--- src/rtl/vehicle_sensor_conditioner_if.sv ---
// ----------------------------------------------------------------------------
// vehicle_sensor_conditioner_if
//
// Groups the loop-detector inputs, the light feedback from the traffic-light
// controller and the conditioned demand/fault outputs of
// vehicle_sensor_conditioner.
//
// Signals:
//   Loop1..Loop3  raw, asynchronous loop detector levels (NB, EB, WB)
//   L1..L3        current light per approach, fed back from fsm
//   S1..S3        conditioned demand per approach, to fsm
//   Fault         sticky stuck-loop flags, bit n-1 belongs to lane n
//
// Modports:
//   master  drives loops and lights, observes demand and fault (fsm side)
//   slave   the conditioner itself
// ----------------------------------------------------------------------------
interface vehicle_sensor_conditioner_if;

    logic       Loop1;
    logic       Loop2;
    logic       Loop3;
    logic [1:0] L1;
    logic [1:0] L2;
    logic [1:0] L3;
    logic       S1;
    logic       S2;
    logic       S3;
    logic [2:0] Fault;

    modport master (
        output Loop1, Loop2, Loop3,
        output L1, L2, L3,
        input  S1, S2, S3,
        input  Fault
    );

    modport slave (
        input  Loop1, Loop2, Loop3,
        input  L1, L2, L3,
        output S1, S2, S3,
        output Fault
    );

endinterface

--- src/rtl/vehicle_sensor_conditioner.sv ---
// ----------------------------------------------------------------------------
// vehicle_sensor_conditioner
//
// Turns the three raw vehicle-loop inputs into clean demand signals S1..S3
// for the traffic-light fsm. Each lane independently:
//   - synchronises its asynchronous loop input through two flops,
//   - debounces the synchronised level (DEBOUNCE consecutive samples),
//   - optionally latches a call that is held until its approach shows GREEN,
//   - flags a loop that stays on for STUCK_LIMIT cycles; a faulted lane
//     presents permanent demand until Reset.
//
// Ports:
//   Clock  single clock, all logic on posedge
//   Reset  synchronous, active-low; clears every register
//   bus    vehicle_sensor_conditioner_if.slave
//            Loop1..3 in, L1..3 in, S1..3 out (registered), Fault[2:0] out
//
// Build option:
//   SENSOR_CALL_LATCH_EN  when defined, the call latch is built and
//                         Sn = db | call | Fault[n-1]; when undefined the
//                         call is constant 0 and Sn = db | Fault[n-1].
//
// No input reaches an output without passing through a register.
// ----------------------------------------------------------------------------
module vehicle_sensor_conditioner #(
    parameter int unsigned DEBOUNCE    = 4,
    parameter int unsigned STUCK_LIMIT = 1000,
    parameter logic [1:0]  GREEN       = 2'b01,
    parameter logic [1:0]  YELLOW      = 2'b10,
    parameter logic [1:0]  RED         = 2'b11
) (
    input logic                         Clock,
    input logic                         Reset,
    vehicle_sensor_conditioner_if.slave bus
);

    localparam int unsigned NumLanes = 3;
    localparam int unsigned CntW     = $clog2(DEBOUNCE);
    localparam int unsigned StkW     = $clog2(STUCK_LIMIT + 1);

    localparam logic [CntW-1:0] CntMax = CntW'(DEBOUNCE - 1);
    localparam logic [StkW-1:0] StkMax = StkW'(STUCK_LIMIT);

    // ------------------------------------------------------------------------
    // Lane-indexed views of the interface
    // ------------------------------------------------------------------------
    logic [NumLanes-1:0] loop_raw;

    assign loop_raw = {bus.Loop3, bus.Loop2, bus.Loop1};

    // ------------------------------------------------------------------------
    // State
    // ------------------------------------------------------------------------
    logic [NumLanes-1:0] sync1_q;
    logic [NumLanes-1:0] sync2_q;
    logic [NumLanes-1:0] db_q;
    logic [NumLanes-1:0] db_d;
    logic [NumLanes-1:0] db_rise;
    logic [CntW-1:0]     cnt_q [NumLanes];
    logic [CntW-1:0]     cnt_d [NumLanes];
    logic [StkW-1:0]     stk_q [NumLanes];
    logic [StkW-1:0]     stk_d [NumLanes];
    logic [NumLanes-1:0] fault_q;
    logic [NumLanes-1:0] fault_d;
    logic [NumLanes-1:0] s_q;
    logic [NumLanes-1:0] s_d;
    logic [NumLanes-1:0] call;

    // ------------------------------------------------------------------------
    // Debouncer and stuck detector next state
    // ------------------------------------------------------------------------
    always_comb begin
        db_d    = db_q;
        db_rise = '0;
        fault_d = fault_q;
        for (int i = 0; i < NumLanes; i++) begin
            cnt_d[i] = '0;
            stk_d[i] = stk_q[i];

            // A disagreement run must last DEBOUNCE samples; any agreeing
            // sample in between restarts the count from zero.
            if (sync2_q[i] != db_q[i]) begin
                if (cnt_q[i] == CntMax) begin
                    db_d[i]    = sync2_q[i];
                    db_rise[i] = sync2_q[i];
                end else begin
                    cnt_d[i] = cnt_q[i] + 1'b1;
                end
            end

            // Count consecutive debounced-high cycles, saturating.
            if (!db_q[i]) begin
                stk_d[i] = '0;
            end else if (stk_q[i] != StkMax) begin
                stk_d[i] = stk_q[i] + 1'b1;
            end

            // Sticky: set on the cycle the count reaches the limit.
            if (stk_d[i] == StkMax) begin
                fault_d[i] = 1'b1;
            end
        end
    end

`ifdef SENSOR_CALL_LATCH_EN
    // ------------------------------------------------------------------------
    // Call latch: set on debounced rise, cleared when the approach is served.
    // ------------------------------------------------------------------------
    logic [1:0]          light [NumLanes];
    logic [NumLanes-1:0] served;
    logic [NumLanes-1:0] call_q;
    logic [NumLanes-1:0] call_d;

    assign light[0] = bus.L1;
    assign light[1] = bus.L2;
    assign light[2] = bus.L3;

    always_comb begin
        served = '0;
        call_d = '0;
        for (int i = 0; i < NumLanes; i++) begin
            // Only GREEN serves the approach; 2'b00 is treated as not served.
            case (light[i])
                GREEN:       served[i] = 1'b1;
                YELLOW, RED: served[i] = 1'b0;
                default:     served[i] = 1'b0;
            endcase
            // Set has priority over a coincident clear.
            call_d[i] = db_rise[i] | (call_q[i] & ~served[i]);
        end
    end

    always_ff @(posedge Clock) begin
        if (!Reset) begin
            call_q <= '0;
        end else begin
            call_q <= call_d;
        end
    end

    assign call = call_q;
`else
    // Without the latch the light feedback has no consumer; the ports stay
    // so both builds present the same interface.
    logic unused_light;

    assign unused_light = ^{bus.L1, bus.L2, bus.L3, db_rise};
    assign call         = '0;
`endif

    // ------------------------------------------------------------------------
    // Registered demand
    // ------------------------------------------------------------------------
    always_comb begin
        s_d = db_q | call | fault_q;
    end

    always_ff @(posedge Clock) begin
        if (!Reset) begin
            sync1_q <= '0;
            sync2_q <= '0;
            db_q    <= '0;
            cnt_q   <= '{default: '0};
            stk_q   <= '{default: '0};
            fault_q <= '0;
            s_q     <= '0;
        end else begin
            sync1_q <= loop_raw;
            sync2_q <= sync1_q;
            db_q    <= db_d;
            cnt_q   <= cnt_d;
            stk_q   <= stk_d;
            fault_q <= fault_d;
            s_q     <= s_d;
        end
    end

    assign bus.S1    = s_q[0];
    assign bus.S2    = s_q[1];
    assign bus.S3    = s_q[2];
    assign bus.Fault = fault_q;

endmodule

--- src/flat_wrapper.sv ---
// flat-port wrapper written by rule: the top's interface ports become plain ports
module vehicle_sensor_conditioner_flat 
#(
    parameter int unsigned DEBOUNCE    = 4,
    parameter int unsigned STUCK_LIMIT = 1000,
    parameter logic [1:0]  GREEN       = 2'b01,
    parameter logic [1:0]  YELLOW      = 2'b10,
    parameter logic [1:0]  RED         = 2'b11
)
  (Clock, Reset, bus_Loop1, bus_Loop2, bus_Loop3, bus_L1, bus_L2, bus_L3, bus_S1, bus_S2, bus_S3, bus_Fault);
  vehicle_sensor_conditioner_if bus_i ();
  input logic Clock;
  input logic Reset;
  input wire logic [$bits(bus_i.Loop1)-1:0] bus_Loop1;
  input wire logic [$bits(bus_i.Loop2)-1:0] bus_Loop2;
  input wire logic [$bits(bus_i.Loop3)-1:0] bus_Loop3;
  input wire logic [$bits(bus_i.L1)-1:0] bus_L1;
  input wire logic [$bits(bus_i.L2)-1:0] bus_L2;
  input wire logic [$bits(bus_i.L3)-1:0] bus_L3;
  output wire logic [$bits(bus_i.S1)-1:0] bus_S1;
  output wire logic [$bits(bus_i.S2)-1:0] bus_S2;
  output wire logic [$bits(bus_i.S3)-1:0] bus_S3;
  output wire logic [$bits(bus_i.Fault)-1:0] bus_Fault;
  assign bus_i.Loop1 = bus_Loop1;
  assign bus_i.Loop2 = bus_Loop2;
  assign bus_i.Loop3 = bus_Loop3;
  assign bus_i.L1 = bus_L1;
  assign bus_i.L2 = bus_L2;
  assign bus_i.L3 = bus_L3;
  assign bus_S1 = bus_i.S1;
  assign bus_S2 = bus_i.S2;
  assign bus_S3 = bus_i.S3;
  assign bus_Fault = bus_i.Fault;
  vehicle_sensor_conditioner #(.DEBOUNCE(DEBOUNCE), .STUCK_LIMIT(STUCK_LIMIT), .GREEN(GREEN), .YELLOW(YELLOW), .RED(RED)) u_core (.Clock(Clock), .Reset(Reset), .bus(bus_i));
endmodule
--- config.mk ---
export PLATFORM = sky130hd
export DESIGN_NAME = vehicle_sensor_conditioner_flat
export DESIGN_NICKNAME = d
export VERILOG_FILES = /design/src/rtl/vehicle_sensor_conditioner_if.sv /design/src/rtl/vehicle_sensor_conditioner.sv /design/src/flat_wrapper.sv
export SDC_FILE = /design/constraint.sdc
export NUM_CORES = 1
export LEC_CHECK = 0
export CAP_MARGIN = 0
export CORE_ASPECT_RATIO = 1.75
export CORE_MARGIN = 2
export CORE_UTILIZATION = 60
export DETAILED_ROUTE_END_ITERATION = 6
export HOLD_SLACK_MARGIN = 0.03
export PLACE_DENSITY = 0.81
export SLEW_MARGIN = 20
export SYNTH_ARGS = -nofsm -noshare
export SYNTH_HDL_FRONTEND = slang
export SYNTH_SLANG_ARGS = --single-unit
--- constraint.sdc ---
create_clock -name Clock -period 3.75 [get_ports Clock]
set_input_delay 0.5625 -clock Clock [delete_from_list [all_inputs] [get_ports Clock]]
set_output_delay 0.5625 -clock Clock [all_outputs]
set_load 0.1 [all_outputs]
### Word level (Yosys, flattened, before mapping)

Index checks and enable logic that the tools add are counted.

| storage, ports and cells | value |
|---|---|
| bits in registers | 51 |
| latch bits | 0 |
| RAM bits | 0 |
| bits in read-only memories | 0 |
| input bits | 11 |
| output and inout port bits | 6 |
| memories kept | 0 |

| operators by class | value |
|---|---|
| add/sub/neg operators | 6 |
| $mul | 0 |
| divide/modulo/power cells | 0 |
| order comparisons | 0 |
| equality and inequality tests | 12 |
| shift-type cells | 0 |
| muxes and demuxes | 6 |
| bitwise gates (word level) | 5 |
| reduce and logical (&&, ||, !) cells | 6 |

Operators with widths:

| operator | count |
|---|---|
| two-way mux 10 bit | 6 |
| adder 10 x 1 -> 10 bit, second input constant | 3 |
| == test 10 bit, second input constant | 3 |
| != test 10 bit, second input constant | 3 |
| OR reduction 3 bit | 3 |
| adder 2 x 1 -> 2 bit, second input constant | 3 |
| == test 2 bit, second input constant | 3 |
| AND reduction 2 bit | 3 |
| inverter 1 bit | 4 |
| != test 1 bit | 3 |
| OR 3 bit | 1 |

### Longest topological paths before layout

Gate-level depths: netlist of the first run.

| depth | value |
|---|---|
| depth in word-level cells | 4 |
| gate-level depth with buffers | 8 |

### Least setup slack after synthesis of the first run

No wires, ideal clock.

| timing path | value |
|---|---|
| path kind | reg-to-reg |
| start | register u_core.stk_q[0] (netlist bit) |
| end | register u_core.fault_q[2] (netlist: u_core.bus.Fault[2]) |
| arrival | 1.679 ns |
| required time | 3.654 ns |
| path slack | 1.976 ns |
| stages on the path, launching flop included | 7 |
| period minus slack after synthesis | 1.774 ns |
| cell sequence | dfxtp_1 ha_1 nand4_1 nor2_1 nand2_1 mux2_2 o41ai_2 |

| between the ends | value |
|---|---|
| longest elaborated chain between the ends | 4 |

RTL lines:

| what | line | RTL |
|---|---|---|
| from (decl) | vehicle_sensor_conditioner.sv:61 | `logic [StkW-1:0] stk_q [NumLanes];` |
| from (signal assigned) | vehicle_sensor_conditioner.sv:172 | `stk_q <= stk_d;` |
| adder 10 x 1 -> 10 bit or != test 10 bit (tied branches) | vehicle_sensor_conditioner.sv:95, vehicle_sensor_conditioner.sv:94 |  |
| two-way mux 10 bit * | vehicle_sensor_conditioner.sv:94 | `end else if (stk_q[i] != StkMax) begin` |
| two-way mux 10 bit * | vehicle_sensor_conditioner.sv:92 | `if (!db_q[i]) begin` |
| == test 10 bit * | vehicle_sensor_conditioner.sv:99 | `if (stk_d[i] == StkMax) begin` |
| to (signal assigned) | vehicle_sensor_conditioner.sv:173 | `fault_q <= fault_d;` |
| to (decl) | vehicle_sensor_conditioner.sv:63 | `logic [NumLanes-1:0] fault_q;` |

Mark *: on every way between the ends. The rest lies on a longest branch, timed or not.
A chain may end at the register's enable or synchronous reset.

### Worst setup path after layout of the first run

| timing path | value |
|---|---|
| start | register u_core.fault_q[0] (netlist: u_core.bus.Fault[0]) |
| end | output bus_Fault[0] |

RTL lines:

| what | line | RTL |
|---|---|---|
| to (decl) | flat_wrapper.sv:23 | `output wire logic [$bits(bus_i.Fault)-1:0] bus_Fault;` |

No word-level cell between the ends.

==> results.txt, run 1 <==
Area grow syn2layout -> 10.4%
CTS max path bufs -> 2
R2R Setup Slk -> 1.74 ns
Status -> complete, no violations
Fin util -> 0.685
Largest net degree at the start of global routing -> 18
PnR Total Power -> 954 uW
CTS tree -> done
Worst EP required -> 3.19 ns
CTS Buf Count -> 5
Crit path depth -> 1
# port buffers -> 10
Crit path cell chain -> clkdlybuf4s50_1
Postcts setup bufs -> 0
Setup_tns -> 0 ns
Layout cell share with drive strength beyond 1 -> 0.0584
Netlist cell types -> 46
Hold buffer count at CTS -> 0
# resized after CTS -> 0
Worst VDD drop -> 262 uV
Final hold viol count -> 0
R2R Path Start -> u_core.stk_q[0]
Top area cells in the synthesized netlist -> dfxtp_1, xnor2_1, nor2_1
Ports -> 17
Die W -> 51.6 um
Vias in the first global route -> 1763
Yosys top cell area share -> 0.429
Critical Path Start -> u_core.bus.Fault[0]
Worst EP arrival -> 1.83 ns
Final worst setup slack -> 1.36 ns
Initial antenna violation count -> 0
Reg-to-Reg End -> u_core.bus.Fault[2]
Synthesized net count -> 283
Initial core utilization -> 0.621
Worst reg-to-reg path cell count -> 6
Hold Crit Class -> flip-flop to flip-flop
DRT iter0 DRCs -> 43
WL final -> 4.25 mm
FMAX -> 418 MHz
DRT antenna net count -> 0
CTS Sinks -> 51
Critical path type -> flip-flop to primary output
Vias per cell -> 5.66
Max cap viols -> 0
Crit-path max FO -> 3
Crit-path max cell delay -> 1.14 ns
Clk_lat worst skew -> 0.31 ns
# nets final -> 293
Die Y -> 87.3 um
CORE AREA -> 3830 sq um
N_diodes -> 0
CP startpoint kind -> flip-flop
CP top delay family -> buffers and inverters
Placed Cells -> 314
GRT Total Usage -> 0.219
Worst-path clk slew -> 0.10 ns
Crit path to -> bus_Fault[0]
Full die area -> 4500 sq um
Setup Skew -> 0.0121 ns
Post-synth top area cell -> dfxtp_1
Crit. End Element -> primary output
Avg Cell Area, Syn -> 9.04 sq um
Global-route wire length before repair -> 7.61 mm
DRC Markers -> 0
DRT Pass-1 Iters -> 4
Wire length per cell -> 13.2 um
Root Driver -> clkbuf_8
Sequential-to-total area share from yosys stat -> 0.429
Hpwl dp -> 3.04 mm
H-tree depth -> 2
Worst Tran Pin Value -> 0.979 ns
Syn. warnings -> 0
Pwr dens -> 363 nW/um^2
Most frequent cells in the layout -> dfxtp_1, nor2_1, nand3_1, xnor2_1, nand2_1
Vias -> 1823
Num rows -> 30
Global placement routability congestion -> 0.857
Slew margin rel. -> 0.345
Mapped cell area -> 2380 sq um
Post-Syn Instances -> 263
Unrepaired setup endpoints after global routing -> false
Total gr overflow -> 0
Post-Place Setup Slack -> 1.26 ns
Final Max Slew Viols -> 0
Non-filler cells, final -> 322
CP max-delay cell -> clkdlybuf4s50_1
Period utilisation layout -> 0.637
Final setup fails -> 0
Commonest non-fill, non-tap cell in the layout -> dfxtp_1
Post-layout min period -> 2.39 ns
Number of synthesized register bits -> 51
Worst Path Buf+Inv -> 1
Lkg Pwr -> 0.880 nW
[Yosys cell counts, drive strengths merged]
| library cell | number |
|---|---|
| and3 | 7 |
| a41oi | 1 |
| and4b | 3 |
| inv | 13 |
| nor3 | 5 |
| and2 | 6 |
| ha | 9 |
| nor2b | 5 |
| o311ai | 1 |
| dfxtp | 51 |
| a21boi | 1 |
| a211o | 1 |
| and4 | 1 |
| mux2 | 2 |
| or3 | 2 |
| nor2 | 32 |
| o22ai | 1 |
| nand3 | 17 |
| nand4 | 8 |
| o41ai | 2 |
| xnor2 | 16 |
| or4 | 4 |
| buf | 2 |
| o221a | 1 |
| nand2 | 15 |
| a2111oi | 1 |
| o31ai | 1 |
| a21oi | 8 |
| nand2b | 2 |
| o21ai | 7 |
| mux2i | 5 |
| a31oi | 2 |
| nand4b | 2 |
| nor3b | 2 |
| clkbuf | 6 |
| xor2 | 13 |
| o21a | 3 |
| nor4bb | 3 |
| o211ai | 1 |
| a32oi | 1 |
[cells by family (layout without fill, tap and decap cells)]
family / count (synthesis) / in the layout / synth area share
mux: 7 / 7 / 0.0305
xor+xnor: 29 / 29 / 0.107
compound gates: 32 / 32 / 0.0921
simple gates: 114 / 114 / 0.258
buf+inv: 21 / 32 / 0.0358
flops: 51 / 51 / 0.429
fa+ha+maj: 9 / 9 / 0.0474
[stage by stage]
step | cell area (sq um) | hold WS, ns
global placement | 2510 | 0.415
floorplan | 2380 | 0.405
detailed placement | 2510 | 0.421
finish | 2620 | 0.434
global route | 2620 | 0.442
CTS | 2620 | 0.435
[state kept, by name, indices dropped and copies added, names as in the netlist]
signal,count
u_core.db_q,3
u_core.stk_q,30
u_core.cnt_q,6
u_core.sync1_q,3
u_core.bus.Fault,3
u_core.s_q,3
u_core.sync2_q,3
[how the worst min path moves through the flow]
stage                      start           endpoint  slack, ns  cells past startpoint
2_1_floorplan    u_core.cnt_q[0]    u_core.cnt_q[0]       0.41                      1
3_3_place_gp     u_core.cnt_q[0]    u_core.cnt_q[0]       0.42                      1
3_5_place_dp     u_core.cnt_q[0]    u_core.cnt_q[0]       0.42                      1
4_1_cts          u_core.cnt_q[0]    u_core.cnt_q[0]       0.44                      1
5_1_grt        u_core.sync1_q[0]  u_core.sync2_q[0]       0.44                      1
6_report         u_core.cnt_q[2]    u_core.cnt_q[2]       0.43                      1
[report_power, final]
part | internal (mW) | switching (mW)
clock network | 0.201 | 0.193
logic | 0.00800 | 0.00471
registers | 0.545 | 0.00155
[layer usage]
metal / track usage / up-vias / share of wire
met4: 0.103 / 0 / 0.028
li1: - / 937 / -
met5: 0 / - / 0
met3: 0.0361 / 10 / 0.019
met1: 0.240 / 851 / 0.42
met2: 0.395 / 25 / 0.53
[area by class of cell]
type | count | area, sq um
Clock buffer | 5 | 68.8
Clock inverter | 3 | 46.3
Fill cell | 307 | 1200
Inverter | 13 | 48.8
Multi-Input combinational cell | 191 | 1270
Sequential cell | 51 | 1020
Tap cell | 48 | 60.1
Timing Repair Buffer | 11 | 108
(Power assumes the default switching activity.)
==> inputs of run 2 (changes only) <==
--- a/config.mk
+++ b/config.mk
@@ -8,10 +8,10 @@
 export CAP_MARGIN = 0
 export CORE_ASPECT_RATIO = 1.75
 export CORE_MARGIN = 2
-export CORE_UTILIZATION = 60
+export CORE_UTILIZATION = 58
 export DETAILED_ROUTE_END_ITERATION = 6
 export HOLD_SLACK_MARGIN = 0.03
-export PLACE_DENSITY = 0.81
+export PLACE_DENSITY = 0.79
 export SLEW_MARGIN = 20
 export SYNTH_ARGS = -nofsm -noshare
 export SYNTH_HDL_FRONTEND = slang
==> constraint.sdc (replaced) <==
create_clock -name Clock -period 2.3 [get_ports Clock]
set_input_delay 0.345 -clock Clock [delete_from_list [all_inputs] [get_ports Clock]]
set_output_delay 0.345 -clock Clock [all_outputs]
set_load 0.1 [all_outputs]
==> run 2 against run 1 <==
Clock-buffer cell count stayed put. Hold slack worse by 0.0021 ns. Clock power is 59% higher. Register-to-register slack worse by 1.5 ns. Global-route usage is 0.89 points lower. Routed wire length is 1.4% higher.
==> results.txt, run 2 (synthesis results as in run 1) <==
Status -> complete, no violations
CTS max path bufs -> 2 (unchanged)
Setup_tns -> 0 ns (unchanged)
Wire length per cell -> 13.2 um (-0.18%)
Root Driver -> clkbuf_8
Worst Tran Pin Value -> 0.383 ns (-0.596 ns)
Pwr dens -> 583 nW/um^2 (+60%)
WL final -> 4.31 mm (+1.4%)
CTS Sinks -> 51 (unchanged)
Hpwl dp -> 3.06 mm (+0.78%)
Placed cell area -> 2530 sq um (+0.90%)
Hold buffer count at CTS -> 0 (unchanged)
H-tree depth -> 2 (unchanged)
GRT Total Usage -> 0.210 (-0.00888)
Num rows -> 30 (unchanged)
Register area -> 1020 sq um (unchanged)
Max cap viols -> 0 (unchanged)
Vias in the first global route -> 1766 (+0.17%)
CTS Buf Count -> 5 (unchanged)
Max reg flops -> 30 (unchanged)
R2R Setup Slk -> 0.27 ns (-1.47 ns)
CTS tree -> done
Critical path type -> flip-flop to flip-flop
Final Max Slew Viols -> 0 (unchanged)
Final hold viol count -> 0 (unchanged)
Initial core utilization -> 0.609 (-0.0119)
Most flop-heavy register -> u_core.stk_q
Postcts setup bufs -> 0 (unchanged)
Layout cell share with drive strength beyond 1 -> 0.0968 (+0.0384)
Multi-input gate area -> 1270 sq um (unchanged)
Post-Place Setup Slack -> 0.290 ns (-0.970 ns)
Full die area -> 4650 sq um (+3.2%)
Worst-path clk slew -> 0.10 ns (about the same)
Final worst setup slack -> 0.266 ns (-1.09 ns)
Final setup fails -> 0 (unchanged)
Clk_lat worst skew -> 0.30 ns (about the same)
Lkg Pwr -> 0.915 nW (+4.0%)
# nets final -> 298 (+1.7%)
Slew margin rel. -> 0.738 (+0.392)
Layout fillers -> 329 (+7.2%)
DRT iter0 DRCs -> 35 (-19%)
Crit. End Element -> flip-flop
CP startpoint kind -> flip-flop
Post-layout min period -> 2.03 ns
Die Y -> 88.7 um (+1.6%)
Ports -> 17 (unchanged)
Most frequent cells in the layout -> dfxtp_1, nor2_1, nand3_1, xnor2_1, nand2_1
Setup Skew -> 0.0113 ns (-0.000827 ns)
Period utilisation layout -> 0.884
DRT Pass-1 Iters -> 4 (unchanged)
CORE AREA -> 3900 sq um (+2.0%)
Total gr overflow -> 0 (unchanged)
Global placement routability congestion -> 0.899 (+5.0%)
Worst EP required -> 2.51 ns (-0.68 ns)
# resized after CTS -> 0 (unchanged)
Global-route wire length before repair -> 7.32 mm (-3.8%)
Vias -> 1871 (+2.6%)
Hold Crit Class -> flip-flop to flip-flop
Die W -> 52.4 um (+1.6%)
Initial antenna violation count -> 0 (unchanged)
Crit-path max FO -> 7 (+4)
Worst EP arrival -> 2.24 ns (+0.41 ns)
Design area -> 2650 sq um (+0.86%)
Worst VDD drop -> 546 uV (+110%)
N_diodes -> 0 (unchanged)
Largest registers -> u_core.stk_q x30, u_core.cnt_q x6
Area grow syn2layout -> 11.3%
# port buffers -> 10 (unchanged)
Unrepaired setup endpoints after global routing -> false
DRT antenna net count -> 0 (unchanged)
Vias per cell -> 5.72 (+1.1%)
FMAX -> 492 MHz
DRC Markers -> 0 (unchanged)
Commonest non-fill, non-tap cell in the layout -> dfxtp_1
Largest net degree at the start of global routing -> 18 (unchanged)
==> run 2: cell count changes in the layout (fill, tap and decap cells not counted) <==
| cell | previous run | this run |
|---|---|---|
| buf_4 | 1 | 12 |
| clkdlybuf4s50_1 | 10 | 4 |
==> run 2: report_power, final <==
part	switching (mW)	internal (mW)	leakage (nW)
Clock	0.300	0.328	0.0548
Sequential	0.00270	0.889	0.412
Combinational	0.00823	0.0141	0.448
==> run 2: area by class of cell <==
| class | count | share of cell area |
|---|---|---|
| Tap cell | 48 | 0.0227 |
| Multi-Input combinational cell | 191 | 0.480 |
| Clock inverter | 3 | 0.0175 |
| Inverter | 13 | 0.0184 |
| Timing Repair Buffer | 16 | 0.0492 |
| Clock buffer | 5 | 0.0260 |
| Sequential cell | 51 | 0.386 |
==> run 2: worst paths after layout <==
check                   endpoint  depth (start not counted)             from
min              u_core.cnt_q[0]                          1  u_core.cnt_q[0]
max          u_core.bus.Fault[2]                          6  u_core.stk_q[0]
min reg2reg      u_core.cnt_q[0]                          1  u_core.cnt_q[0]
max reg2reg  u_core.bus.Fault[2]                          6  u_core.stk_q[0]
==> run 2: worst max-delay path, cell delays in order (launching register included) <==
cell and delay, ns:
dfxtp_1 0.47, ha_1 0.32, nand4_1 0.22, nor2_1 0.22
nand2_1 0.09, mux2_2 0.28, o41ai_2 0.34
==> run 2: routing by layer <==
layer	track usage	vias up	wire, um
met5	0	-	0
met4	0.0979	0	115
met3	0.0473	12	114
met2	0.398	27	2300
met1	0.206	882	1780
li1	-	950	-
==> run 2: stage by stage <==
stage	utilization	instances	hold slack, ns	total power, mW
after floorplan	-	263	0.405	0.922
after global placement	0.648	319	0.417	0.934
after detailed placement	0.648	319	0.419	0.935
after CTS	0.678	327	0.436	1.56
after global routing	0.678	327	0.451	1.60
final	0.678	327	0.432	1.54
==> inputs of run 3 (changes only) <==
--- a/config.mk
+++ b/config.mk
@@ -7,7 +7,7 @@
 export LEC_CHECK = 0
 export CAP_MARGIN = 0
 export CORE_ASPECT_RATIO = 1.75
-export CORE_MARGIN = 2
+export CORE_MARGIN = 3
 export CORE_UTILIZATION = 58
 export DETAILED_ROUTE_END_ITERATION = 6
 export HOLD_SLACK_MARGIN = 0.03
==> run 3 against run 2 <==
Non-clock buffer count unchanged. Combinational power barely moved. Via count decreased by 0.27%. First-iteration DRC count is 5.7% lower. Total power is 5.7% lower. Worst setup slack better by 0.029 ns. Sequential share of layout area up 0.28 points. Final area down 0.71%. Global-route usage shrank 1.1 points. Clock-buffer cell count did not move. Largest cell class unchanged.
==> results.txt, run 3 (synthesis results as in run 1) <==
Placed Cells -> 319 (unchanged)
Global placement routability congestion -> 0.835 (-7.1%)
Post-layout min period -> 2.01 ns (-0.0286 ns)
Num rows -> 30 (unchanged)
DRT iter0 DRCs -> 33 (-5.7%)
Worst-path clk slew -> 0.10 ns (about the same)
Final setup fails -> 0 (unchanged)
Hold Crit Class -> flip-flop to flip-flop
DRC Markers -> 0 (unchanged)
Crit-path max FO -> 7 (unchanged)
Clk_lat worst skew -> 0.31 ns (about the same)
Largest net degree at the start of global routing -> 19 (+1)
Pwr dens -> 553 nW/um^2 (-5.1%)
Crit. End Element -> flip-flop
Unrepaired setup endpoints after global routing -> false
Most flop-heavy register -> u_core.stk_q
Vias -> 1866 (-0.27%)
Area grow syn2layout -> 10.5%
Hpwl dp -> 3.18 mm (+3.7%)
CTS Sinks -> 51 (unchanged)
Largest registers -> u_core.stk_q x30, u_core.cnt_q x6
WL final -> 4.38 mm (+1.7%)
Initial antenna violation count -> 0 (unchanged)
Lkg Pwr -> 0.907 nW (-0.93%)
Vias in the first global route -> 1774 (+0.45%)
Critical Path Start -> u_core.stk_q[0]
Status -> complete, no violations
CP startpoint kind -> flip-flop
Commonest non-fill, non-tap cell in the layout -> dfxtp_1
N_diodes -> 0 (unchanged)
FMAX -> 499 MHz (+1.4%)
Final hold viol count -> 0 (unchanged)
# port buffers -> 10 (unchanged)
Slew margin rel. -> 0.727 (-0.0107)
Full die area -> 4930 sq um (+6.2%)
Worst EP arrival -> 2.23 ns (about the same)
CORE AREA -> 3900 sq um (unchanged)
Final Max Slew Viols -> 0 (unchanged)
GRT Total Usage -> 0.199 (-0.0107)
R2R Path Start -> u_core.stk_q[0]
Wire length per cell -> 13.4 um (+1.7%)
CTS max path bufs -> 2 (unchanged)
# nets final -> 298 (unchanged)
Root Driver -> clkbuf_8
Vias per cell -> 5.71 (-0.27%)
Total gr overflow -> 0 (unchanged)
Register area -> 1020 sq um (unchanged)
Most frequent cells in the layout -> dfxtp_1, nor2_1, nand3_1, xnor2_1, nand2_1
Min-delay src -> u_core.cnt_q[0]
Worst Tran Pin Value -> 0.399 ns (+0.0156 ns)
Global-route wire length before repair -> 7.36 mm (+0.57%)
Ports -> 17 (unchanged)
Layout cell share with drive strength beyond 1 -> 0.0968 (unchanged)
Die Y -> 90.7 um (+2.3%)
Worst EP required -> 2.53 ns (+0.02 ns)
Worst VDD drop -> 471 uV (-14%)
Postcts setup bufs -> 0 (unchanged)
Layout fillers -> 338 (+2.7%)
H-tree depth -> 2 (unchanged)
Critical path type -> flip-flop to flip-flop
Setup_tns -> 0 ns (unchanged)
Setup Skew -> 0.00867 ns (-0.00265 ns)
CTS Buf Count -> 5 (unchanged)
Multi-input gate area -> 1270 sq um (unchanged)
Period utilisation layout -> 0.872 (-0.0124)
DRT antenna net count -> 0 (unchanged)
Die W -> 54.4 um (+3.8%)
Non-filler cells, final -> 327 (unchanged)
Max cap viols -> 0 (unchanged)
DRT Pass-1 Iters -> 4 (unchanged)
CTS tree -> done
# resized after CTS -> 0 (unchanged)
Max reg flops -> 30 (unchanged)
Hold buffer count at CTS -> 0 (unchanged)
Initial core utilization -> 0.609 (unchanged)
run 3: metrics by stage:
step	worst slack [ns]	instance area (sq um)	util	hold WS (ns)	power [mW]
final	0.294	2630	0.673	0.432	1.45
after global routing	0.169	2630	0.673	0.444	1.51
after CTS	0.281	2630	0.673	0.433	1.47
after detailed placement	0.306	2530	0.648	0.418	0.935
after global placement	0.394	2530	0.648	0.415	0.934
after floorplan	0.526	2380	-	0.405	0.922
run 3: area by class of cell:
class                           count  area share
Tap cell                           48      0.0229
Inverter                           13      0.0186
Sequential cell                    51       0.389
Multi-Input combinational cell    191       0.484
Clock inverter                      3      0.0105
Timing Repair Buffer               16      0.0495
Clock buffer                        5      0.0262
run 3: power by group:
group / internal [mW] / switching [mW] / total (mW) / leakage [nW]
sequential: 0.889 / 0.00268 / 0.891 / 0.412
clock: 0.224 / 0.316 / 0.539 / 0.0463
combinational: 0.0142 / 0.00838 / 0.0226 / 0.448
total: 1.13 / 0.327 / 1.45 / 0.907
run 3: layer usage:
| metal | routed length [um] | GRT usage | part of all wire | up-vias |
|---|---|---|---|---|
| li1 | - | - | - | 948 |
| met1 | 1740 | 0.202 | 0.40 | 877 |
| met2 | 2390 | 0.354 | 0.55 | 33 |
| met3 | 151 | 0.0430 | 0.034 | 8 |
| met4 | 95 | 0.0998 | 0.022 | 0 |
| met5 | 0 | 0 | 0 | - |
run 3: path summary, 6_finish.rpt:
kind | cells past startpoint | endpoint | slack, ns
setup / recovery | 6 | u_core.bus.Fault[2] | 0.29
hold / removal | 1 | u_core.cnt_q[0] | 0.43
setup reg to reg | 6 | u_core.bus.Fault[2] | 0.29
hold reg to reg | 1 | u_core.cnt_q[0] | 0.43
run 3: critical path: stages, from the launching register on:
cell and delay (ns):
dfxtp_1 0.47, ha_1 0.32, nand4_1 0.24, nor2_1 0.24, nand2_1 0.08, mux2_2 0.28, o41ai_2 0.31
